==> src/rtl/serial_alu_ctrl_pkg.sv <==
// Shared definitions for the ALU family: op codes and the serial controller's
// FSM encoding. The parallel 8-bit ALU and its bench import the same package.
package alu_pkg;

    localparam logic [2:0] OP_AND    = 3'b000;
    localparam logic [2:0] OP_OR     = 3'b001;
    localparam logic [2:0] OP_XOR    = 3'b010;
    localparam logic [2:0] OP_ADD    = 3'b011;
    localparam logic [2:0] OP_SUB    = 3'b100;
    localparam logic [2:0] OP_PASS_A = 3'b101;
    localparam logic [2:0] OP_PASS_B = 3'b110;
    localparam logic [2:0] OP_NOT_A  = 3'b111;

    typedef enum logic [1:0] {
        ST_IDLE = 2'd0,
        ST_RUN  = 2'd1,
        ST_DONE = 2'd2
    } state_t;

    // Only ADD and SUB chain a carry/borrow between bit positions.
    function automatic logic is_arith(input logic [2:0] op);
        return (op == OP_ADD) || (op == OP_SUB);
    endfunction

endpackage

==> src/rtl/serial_alu_ctrl_if.sv <==
// Request/response bundle between a requesting master and the serial ALU.
interface serial_alu_ctrl_if #(
    parameter int WIDTH = 8
);
    logic             start;
    logic [2:0]       op;
    logic [WIDTH-1:0] a;
    logic [WIDTH-1:0] b;
    logic             busy;
    logic             done;
    logic [WIDTH-1:0] result;
    logic             carry;
    logic             zero;

    modport master (
        output start, op, a, b,
        input  busy, done, result, carry, zero
    );

    modport slave (
        input  start, op, a, b,
        output busy, done, result, carry, zero
    );
endinterface

==> src/rtl/serial_alu_ctrl_bit_1_alu.sv <==
// Combinational 1-bit ALU slice. For SUB, Cin/Cout carry a borrow.
// NOT_A drives Cout high; callers must mask it for non-arithmetic ops.
module bit_1_alu
    import alu_pkg::*;
(
    input  logic       A,
    input  logic       B,
    input  logic       Cin,
    input  logic [2:0] ALU_Sel,
    output logic       Result,
    output logic       Cout
);

    // Per-bit function select with carry/borrow generation.
    always_comb begin
        Result = 1'b0;
        Cout   = 1'b0;
        case (ALU_Sel)
            OP_AND:    Result = A & B;
            OP_OR:     Result = A | B;
            OP_XOR:    Result = A ^ B;
            OP_ADD: begin
                Result = A ^ B ^ Cin;
                Cout   = (A & B) | (A & Cin) | (B & Cin);
            end
            OP_SUB: begin
                Result = A ^ B ^ Cin;
                Cout   = (~A & B) | (~(A ^ B) & Cin);
            end
            OP_PASS_A: Result = A;
            OP_PASS_B: Result = B;
            OP_NOT_A: begin
                Result = ~A;
                Cout   = 1'b1;
            end
            default: begin
                Result = 1'b0;
                Cout   = 1'b0;
            end
        endcase
    end

endmodule

==> src/rtl/serial_alu_ctrl.sv <==
// Bit-serial ALU sequencer: steps one shared 1-bit slice LSB first over WIDTH
// cycles, chaining carry/borrow through a register. Results and flags are
// held in dedicated output registers so they stay stable while the next
// operation is being shifted through the datapath.
module serial_alu_ctrl
    import alu_pkg::*;
#(
    parameter int WIDTH = 8
) (
    input  logic               clk,
    input  logic               rst_n,
    serial_alu_ctrl_if.slave   bus
);

    localparam int               CNT_W = $clog2(WIDTH);
    localparam logic [CNT_W-1:0] LAST  = CNT_W'(WIDTH - 1);

    state_t           r_state;
    state_t           w_state_next;
    logic [CNT_W-1:0] r_cnt;
    logic [2:0]       r_op;
    logic [WIDTH-1:0] r_a_sh;
    logic [WIDTH-1:0] r_b_sh;
    // Holds bits already computed; the bit being computed this cycle is
    // prepended to it, so one bit fewer than WIDTH is enough.
    logic [WIDTH-2:0] r_res_sh;
    logic             r_cy;
    logic [WIDTH-1:0] r_result;
    logic             r_carry;
    logic             r_zero;

    logic             w_accept;
    logic             w_last;
    logic             w_arith;
    logic             w_busy;
    logic             w_done;
    logic             w_slice_cin;
    logic             w_slice_res;
    logic             w_slice_cout;
    logic [WIDTH-1:0] w_res_full;

    assign w_arith     = is_arith(r_op);
    assign w_slice_cin = w_arith & r_cy;
    assign w_last      = (r_cnt == LAST);
    assign w_res_full  = {w_slice_res, r_res_sh};

    bit_1_alu u_slice (
        .A       (r_a_sh[0]),
        .B       (r_b_sh[0]),
        .Cin     (w_slice_cin),
        .ALU_Sel (r_op),
        .Result  (w_slice_res),
        .Cout    (w_slice_cout)
    );

    // State register.
    always_ff @(posedge clk or negedge rst_n) begin
        if (!rst_n) begin
            r_state <= ST_IDLE;
        end else begin
            r_state <= w_state_next;
        end
    end

    // Next-state and status decode; start is only honoured in IDLE.
    always_comb begin
        w_state_next = r_state;
        w_accept     = 1'b0;
        w_busy       = 1'b0;
        w_done       = 1'b0;
        case (r_state)
            ST_IDLE: begin
                if (bus.start) begin
                    w_accept     = 1'b1;
                    w_state_next = ST_RUN;
                end
            end
            ST_RUN: begin
                w_busy = 1'b1;
                if (w_last) begin
                    w_state_next = ST_DONE;
                end
            end
            ST_DONE: begin
                w_done       = 1'b1;
                w_state_next = ST_IDLE;
            end
            default: w_state_next = ST_IDLE;
        endcase
    end

    // Operand capture, serial shifting, carry chaining and result/flag commit.
    always_ff @(posedge clk or negedge rst_n) begin
        if (!rst_n) begin
            r_cnt    <= '0;
            r_op     <= '0;
            r_a_sh   <= '0;
            r_b_sh   <= '0;
            r_res_sh <= '0;
            r_cy     <= 1'b0;
            r_result <= '0;
            r_carry  <= 1'b0;
            r_zero   <= 1'b0;
        end else if (w_accept) begin
            r_op     <= bus.op;
            r_a_sh   <= bus.a;
            r_b_sh   <= bus.b;
            r_res_sh <= '0;
            r_cnt    <= '0;
            r_cy     <= 1'b0;
        end else if (r_state == ST_RUN) begin
            r_a_sh   <= r_a_sh >> 1;
            r_b_sh   <= r_b_sh >> 1;
            r_res_sh <= w_res_full[WIDTH-1:1];
            r_cnt    <= r_cnt + CNT_W'(1);
            // Non-arithmetic ops keep the chain at 0 (NOT_A raises Cout).
            r_cy     <= w_arith & w_slice_cout;
            if (w_last) begin
                r_result <= w_res_full;
                r_carry  <= w_arith & w_slice_cout;
                r_zero   <= (w_res_full == '0);
            end
        end
    end

    assign bus.busy   = w_busy;
    assign bus.done   = w_done;
    assign bus.result = r_result;
    assign bus.carry  = r_carry;
    assign bus.zero   = r_zero;

endmodule

==> src/flat_wrapper.sv <==
// flat-port wrapper written by rule: the top's interface ports become plain ports
module serial_alu_ctrl_flat import alu_pkg::*;
#(
    parameter int WIDTH = 8
)
  (clk, rst_n, bus_start, bus_op, bus_a, bus_b, bus_busy, bus_done, bus_result, bus_carry, bus_zero);
  serial_alu_ctrl_if #(.WIDTH(WIDTH)) bus_i ();
  input  logic clk;
  input  logic rst_n;
  input wire logic [$bits(bus_i.start)-1:0] bus_start;
  input wire logic [$bits(bus_i.op)-1:0] bus_op;
  input wire logic [$bits(bus_i.a)-1:0] bus_a;
  input wire logic [$bits(bus_i.b)-1:0] bus_b;
  output wire logic [$bits(bus_i.busy)-1:0] bus_busy;
  output wire logic [$bits(bus_i.done)-1:0] bus_done;
  output wire logic [$bits(bus_i.result)-1:0] bus_result;
  output wire logic [$bits(bus_i.carry)-1:0] bus_carry;
  output wire logic [$bits(bus_i.zero)-1:0] bus_zero;
  assign bus_i.start = bus_start;
  assign bus_i.op = bus_op;
  assign bus_i.a = bus_a;
  assign bus_i.b = bus_b;
  assign bus_busy = bus_i.busy;
  assign bus_done = bus_i.done;
  assign bus_result = bus_i.result;
  assign bus_carry = bus_i.carry;
  assign bus_zero = bus_i.zero;
  serial_alu_ctrl #(.WIDTH(WIDTH)) u_core (.clk(clk), .rst_n(rst_n), .bus(bus_i));
endmodule
==> config.mk <==
export PLATFORM = sky130hd
export DESIGN_NAME = serial_alu_ctrl_flat
export DESIGN_NICKNAME = d
export VERILOG_FILES = /design/src/rtl/serial_alu_ctrl_pkg.sv /design/src/rtl/serial_alu_ctrl_if.sv /design/src/rtl/serial_alu_ctrl_bit_1_alu.sv /design/src/rtl/serial_alu_ctrl.sv /design/src/flat_wrapper.sv
export SDC_FILE = /design/constraint.sdc
export NUM_CORES = 1
export LEC_CHECK = 0
export BUFFER_PORTS_ARGS = -buffer_cell sky130_fd_sc_hd__buf_2
export CORE_MARGIN = 5
export CORE_UTILIZATION = 49
export DETAILED_ROUTE_END_ITERATION = 10
export MAX_ROUTING_LAYER = met4
export PLACE_DENSITY = 0.74
export SLEW_MARGIN = 25
export SYNTH_ARGS = -nofsm -noshare
export SYNTH_HDL_FRONTEND = slang
export SYNTH_SLANG_ARGS = --single-unit
export TNS_END_PERCENT = 5
==> constraint.sdc <==
create_clock -name clk -period 2.15 [get_ports clk]
set_clock_uncertainty 0.05 [all_clocks]
set_input_delay 0.215 -clock clk [delete_from_list [all_inputs] [get_ports clk]]
set_output_delay 0.215 -clock clk [all_outputs]
set_load 0.01 [all_outputs]
==> results.md, run 1 <==
* CP startpoint kind: register
* Status: complete, no violations
* Design area at 0.00237 mm²
* RSZ-0062 raised after global routing: yes
* Post-synth net total at around 200
* Post-DR wirelength/cell at approximately 15 µm
* FF+latch count, synth at 42
* # setup viols final at 0
* Most frequent cell after synthesis: dfrtp_1
* Worst VDD drop at around 0.52 mV
* Non-filler cells, final at roughly 270
* Top post-synthesis cells by area: dfrtp_1 (54%), o21ai_0 (5.4%), mux2_2 (5.2%)
* # IOs at 34
* Final WS setup at approximately 0.046 ns
* TritonCTS Buffers at 5
* Total gr overflow at 0
* Die W at between 70 and 80 µm
* Arr. time, crit path at 2.25 ns
* Final WL at 3980 µm
* Fill cells at 340
* Clock Latency Late Sink at roughly 0.29 ns
* GRT Resource Usage Total at 0.170
* First-pass GRT wire length at 6740 µm
* Critical path class: reg2reg
* Die footprint at roughly 0.0054 mm²
* CTS max path bufs at 2
* Endpoints failing hold at 0
* Power per standard cell area at about 1400 mW/mm²
* Cell variety after synth at 35
* Synthesis Warnings at 0
* Routed vias at ~1500
* Antenna Cells at 0
* Ys flop type: dfrtp_1
* Share of the synthesized area in the top cell type at 0.535
* Area delta synth->final at 20.5%
* Worst hold slack at 0.0874 ns
* Slew headroom at 0.580
* Die Ht at roughly 73 µm
* Crit path capture type: register
* Sequential share of the synthesized area at 0.535
* H-Tree Depth at 2
* Worst EP required at about 2.3 ns
* Standard-cell rows at 23
* Gpl congestion at 0.787
* Core area at approximately 0.0039 mm²
* Vias/cell at approximately 5.4
* Max Cap Violations at 0
* Most frequent cells after synthesis: dfrtp_1 (42), o21ai_0 (21), nand2_1 (16)
* DP Worst Slack at -0.0755 ns
* Worst-case reg-to-reg path depth at 8
* Fin crit share at 0.979
* Highest Clock Rate at ~480 MHz
* Tmin final at 2.10 ns
* Placed Cells at roughly 260
* Dpl cell area at roughly 0.0022 mm²
* EDFF count, synth at 0
* Initial Util at 0.498
* Post-DRT Antenna Nets at 0
* Post-Syn Instances at between 150 and 200
* DRC violations left at 0
* DR pass1 iterations at 4
* Final Util at 0.600
* Worst-margin pin slew at between 0.6 and 0.7 ns
* Number of global-route vias before repair at 1394
* Hold depth at 2
* Largest net degree at the start of global routing at 25
* Antenna violations before repair at 0
* Clock sink count at 42
* Reg clk slew, reported paths at roughly 0.090 ns
* Max-slew violation count at 0
* Mean Syn Cell Area at 11.2 µm²
* Leading area contributor after synthesis: dfrtp_1
* LEAKAGE at ~1.1 nW
* Hpwl dp at 2870 µm
* Layout cells sized above 1 at 0.311
* CTS tree: built
* Root Driver: clkbuf_8
* Class of the worst hold path: in2reg
* Final net count at around 250
* Crit Path Max Fanout at 3
* PortBufs at 33
* DR iter-0 viols at between 60 and 70
* Synth Cell Area at roughly 0.0020 mm²
* Ys async rst share at 1.00
-- logic make-up (layout without fill, tap and decap cells) --
family | count (synthesis) | in the layout | share of synthesized area
mux | 9 | 9 | 0.0516
fa+ha+maj | 6 | 6 | 0.0459
compound gates | 62 | 62 | 0.212
simple gates | 40 | 40 | 0.111
flops | 42 | 42 | 0.535
buf+inv | 17 | 60 | 0.0446
-- placed cells by master, fill, tap and decap left out, types with 6 or more instances in the layout --
cell / n
mux2_2: 9
o21ai_0: 20
a21oi_1: 10
a22oi_1: 13
nand2_1: 16
buf_2: 33
dfrtp_1: 42
inv_1: 6
a22o_1: 10
buf_4: 11
-- worst paths after layout --
kind,endpoint,from,slack [ns]
worst max register to register,u_core.bus.zero,u_core.r_op[0],0.05
min in group asynchronous,u_core.bus.result[1],rst_n,0.38
max in group asynchronous,u_core.bus.carry,rst_n,1.12
worst max-delay path,u_core.bus.zero,u_core.r_op[0],0.05
worst min-delay path,u_core.r_a_sh[7],bus_a[7],0.09
worst min register to register,u_core.bus.carry,u_core.bus.carry,0.44
-- stage by stage --
stage / total power, mW / TNS (ns)
floorplan: 2.16 / -0.0889
global placement: 2.48 / 0
detailed placement: 2.51 / -0.143
CTS: 3.20 / 0
global route: 3.44 / -0.0772
finish: 3.20 / 0
-- critical path: stages, from the launching register on --
cell and delay [ns]:
dfrtp_1 0.37, or2_1 0.25, o21ai_1 0.14, nand2_1 0.09, fa_1 0.46, nor2b_4 0.15, a2111oi_4 0.21, nor3_2 0.11
a22o_1 0.18
-- flip-flops by register name, summed over array words and instances (netlist names) --
register           flops
u_core.bus.carry       1
u_core.bus.result      8
u_core.bus.zero        1
u_core.r_a_sh          8
u_core.r_b_sh          8
u_core.r_cnt           3
u_core.r_cy            1
u_core.r_op            3
u_core.r_res_sh        7
u_core.r_state         2
-- where the power goes --
part,internal [mW],switching [mW],leakage (nW)
logic,0.588,0.629,0.530
clock network,0.354,0.285,0.0563
registers,1.10,0.246,0.545
-- routing by layer --
layer  routed length (µm)  global-route usage  vias to the layer above
li1                     -                   -                      717
met1                 1900               0.239                      697
met2                 1850               0.237                       31
met3                  190              0.0451                        6
met4                   44              0.0584                        0
met5                    0                   -                        -
-- what timing repair did --
| action | 4_1_cts | 5_1_grt |
|---|---|---|
| gates resized for setup | 2 | 1 |
| endpoints found under the hold margin | 22 | 0 |
| setup endpoints to repair | 3 | 3 |
| buffers inserted | 0 | 1 |
| hold buffers | 1 | 0 |
| pin swaps | 1 | 1 |
-- final cells by class --
type | instances | area [µm²] | area share
inverter | 7 | 27.5 | 0.0116
clock inverter | 3 | 48.8 | 0.0206
multi-input combinational | 117 | 850 | 0.359
sequential | 42 | 1050 | 0.444
timing repair buffer | 45 | 258 | 0.109
clock buffer | 5 | 68.8 | 0.0291
tap | 50 | 62.6 | 0.0264
Power figures use the tool's default switching activity.
==> run 2, diff against run 1 <==
- CORE_MARGIN: 5 -> unset
==> results.md, run 2 (synthesized netlist as in run 1, its figures left out) <==
* Endpoints failing hold at 0 (unchanged)
* Max-slew violation count at 0 (unchanged)
* Slew headroom at 0.582 (+0.00197)
* Commonest non-fill, non-tap cell in the layout: dfrtp_1
* CP cell instances: or2_1, o21ai_2, nand2_2, fa_1, nor2b_4, a2111oi_4, nor3_2, a22o_1
* Standard-cell rows at 22 (-4.3%)
* Crit path capture: u_core.bus.zero
* R2R Path End: u_core.bus.zero
* Arr. time, crit path at 2.29 ns (+0.04 ns)
* CTS max path bufs at 2 (unchanged)
* Cell Int Power at 2.04 mW (-0.14%)
* H-Tree Depth at 2 (unchanged)
* Worst EP required at 2.27 ns (-0.02 ns)
* Seq pwr share at 0.421 (about the same)
* Worst-case reg-to-reg path depth at 8 (unchanged)
* Final WS setup at -0.0123 ns (-0.0582 ns)
* Layout cells sized above 1 at 0.307 (-0.00316)
* Clock power frac at 0.186 (-0.014)
* Class of the worst hold path: in2reg
* Initial Util at 0.524 (+0.0265)
* Slowest cell on the critical path: fa_1
* Most frequent cells in the layout: dfrtp_1 (42), buf_2 (32), o21ai_0 (20)
* Combinational Power Share at 0.393 (+0.013)
* Max Cap Violations at 0 (unchanged)
* Worst VDD drop at 0.682 mV (+30%)
* Reg clk slew, reported paths at 0.07 ns (-0.02 ns)
* Antenna Cells at 0 (unchanged)
* Final net count at 245 (-0.41%)
* Hpwl dp at 2900 µm (+0.98%)
* P_sw at 1.15 mW (-0.93%)
* DR iter-0 viols at 114 (+65%)
* GRT Resource Usage Total at 0.220 (+0.0507)
* Fill cells at 325 (-4.4%)
* Power, Total at 3.19 mW (-0.43%)
* Post-DRT Antenna Nets at 0 (unchanged)
* Sw frac at 0.361 (-0.00184)
* Failing checks: negative setup slack
* Core area at 0.00374 mm² (-5.0%)
* Crit path from: u_core.r_op[1]
* RSZ-0062 raised after global routing: yes
* Tmin final at 2.16 ns (+0.0582 ns)
* Antenna violations before repair at 0 (unchanged)
* PortBufs at 33 (unchanged)
* Routed vias at 1516 (+4.5%)
* RR Startpoint: u_core.r_op[1]
* CP startpoint kind: register
* Total gr overflow at 0 (unchanged)
* Largest net degree at the start of global routing at 43 (+72%)
* Critical path class: reg2reg
* Fin crit share at 1.01 (+0.0271)
* First-pass GRT wire length at 6900 µm (+2.4%)
* Worst R2R Setup Slack at -0.01 ns (-0.06 ns)
* # IOs at 34 (unchanged)
* CTS tree: built
* Root Driver: clkbuf_8
* Power per standard cell area at 1350 mW/mm² (+0.10%)
* Clock sink count at 42 (unchanged)
* Levels on crit path at 8 (unchanged)
* Crit path capture type: register
* DR pass1 iterations at 4 (unchanged)
* Vias/cell at 5.70 (+5.7%)
* Critical path's top delay family: simple AND/OR/NAND/NOR gates
* Final WL at 3970 µm (-0.20%)
* Die footprint at 0.00426 mm² (-21%)
* Critical path buffer and inverter count at 0 (unchanged)
* TritonCTS Buffers at 5 (unchanged)
* Crit Path Max Fanout at 3 (unchanged)
* Area delta synth->final at 19.9%
* Gpl congestion at 0.823 (+4.7%)
* Status: finished, violations left
* # setup viols final at 1 (+1)
* Clock Latency Late Sink at 0.28 ns (about the same)
* Die W at 65.3 µm (-11%)
* LEAKAGE at 1.13 nW (-0.50%)
* Number of global-route vias before repair at 1454 (+4.3%)
* DRC violations left at 0 (unchanged)
* Post-DR wirelength/cell at 14.9 µm (+0.92%)
* Highest Clock Rate at 462 MHz (-2.7%)
* Worst-margin pin slew at 0.626 ns (-0.00295 ns)
* DP Worst Slack at -0.152 ns (-0.0767 ns)
* Crit-path max cell delay at 0.46 ns (about the same)
* Die Ht at 65.3 µm (-11%)
==> run 2: how the worst min path moves through the flow <==
stage / from / endpoint / slack (ns) / cells past startpoint
floorplan: rst_n / u_core.bus.carry / -0.13 / 0
global placement: rst_n / u_core.bus.result[0] / 0.32 / 1
detailed placement: rst_n / u_core.r_a_sh[4] / 0.35 / 1
CTS: rst_n / u_core.bus.result[0] / 0.04 / 1
global route: bus_op[2] / u_core.r_op[2] / 0.12 / 3
finish: bus_a[7] / u_core.r_a_sh[7] / 0.12 / 2
==> run 2: per-layer routing <==
metal	global-route usage	part of all wire
met1	0.288	0.44
met2	0.341	0.50
met3	0.0469	0.044
met4	0.0761	0.017
met5	-	0
==> run 2: power by group through the flow <==
stage	Sequential [mW]	Combinational [mW]	Clock, mW
2_1_floorplan	1.32	0.842	0
4_1_cts	1.34	1.24	0.605
3_3_place_gp	1.32	1.11	0
6_report	1.34	1.25	0.593
3_5_place_dp	1.35	1.18	0
5_1_grt	1.38	1.39	0.655
==> run 2: cell type report <==
cell class	count	area, µm²	area share
Tap cell	48	60.1	0.0255
Multi-Input combinational cell	117	856	0.364
Clock inverter	1	30.0	0.0128
Inverter	7	27.5	0.0117
Clock buffer	7	76.3	0.0324
Timing Repair Buffer	44	253	0.107
Sequential cell	42	1050	0.447
==> run 2: per-stage QoR <==
stage	setup TNS, ns	cells	util	instance area [µm²]	hold slack [ns]
3_5_place_dp	-0.424	255	0.587	2200	0.351
4_1_cts	0	264	0.623	2330	0.0393
2_1_floorplan	-0.0889	176	-	1970	-0.131
3_3_place_gp	0	255	0.587	2200	0.320
5_1_grt	-0.215	266	0.629	2350	0.124
6_report	-0.0123	266	0.629	2350	0.116
==> run 2: repair_timing <==
action | CTS | global route
buffers inserted | 1 | 1
gates cloned | 0 | 0
endpoints found under the setup margin | 3 | 3
resized for setup | 5 | 0
pin swaps | 5 | 1
hold buffers | 0 | 1
endpoints found under the hold margin | 0 | 42
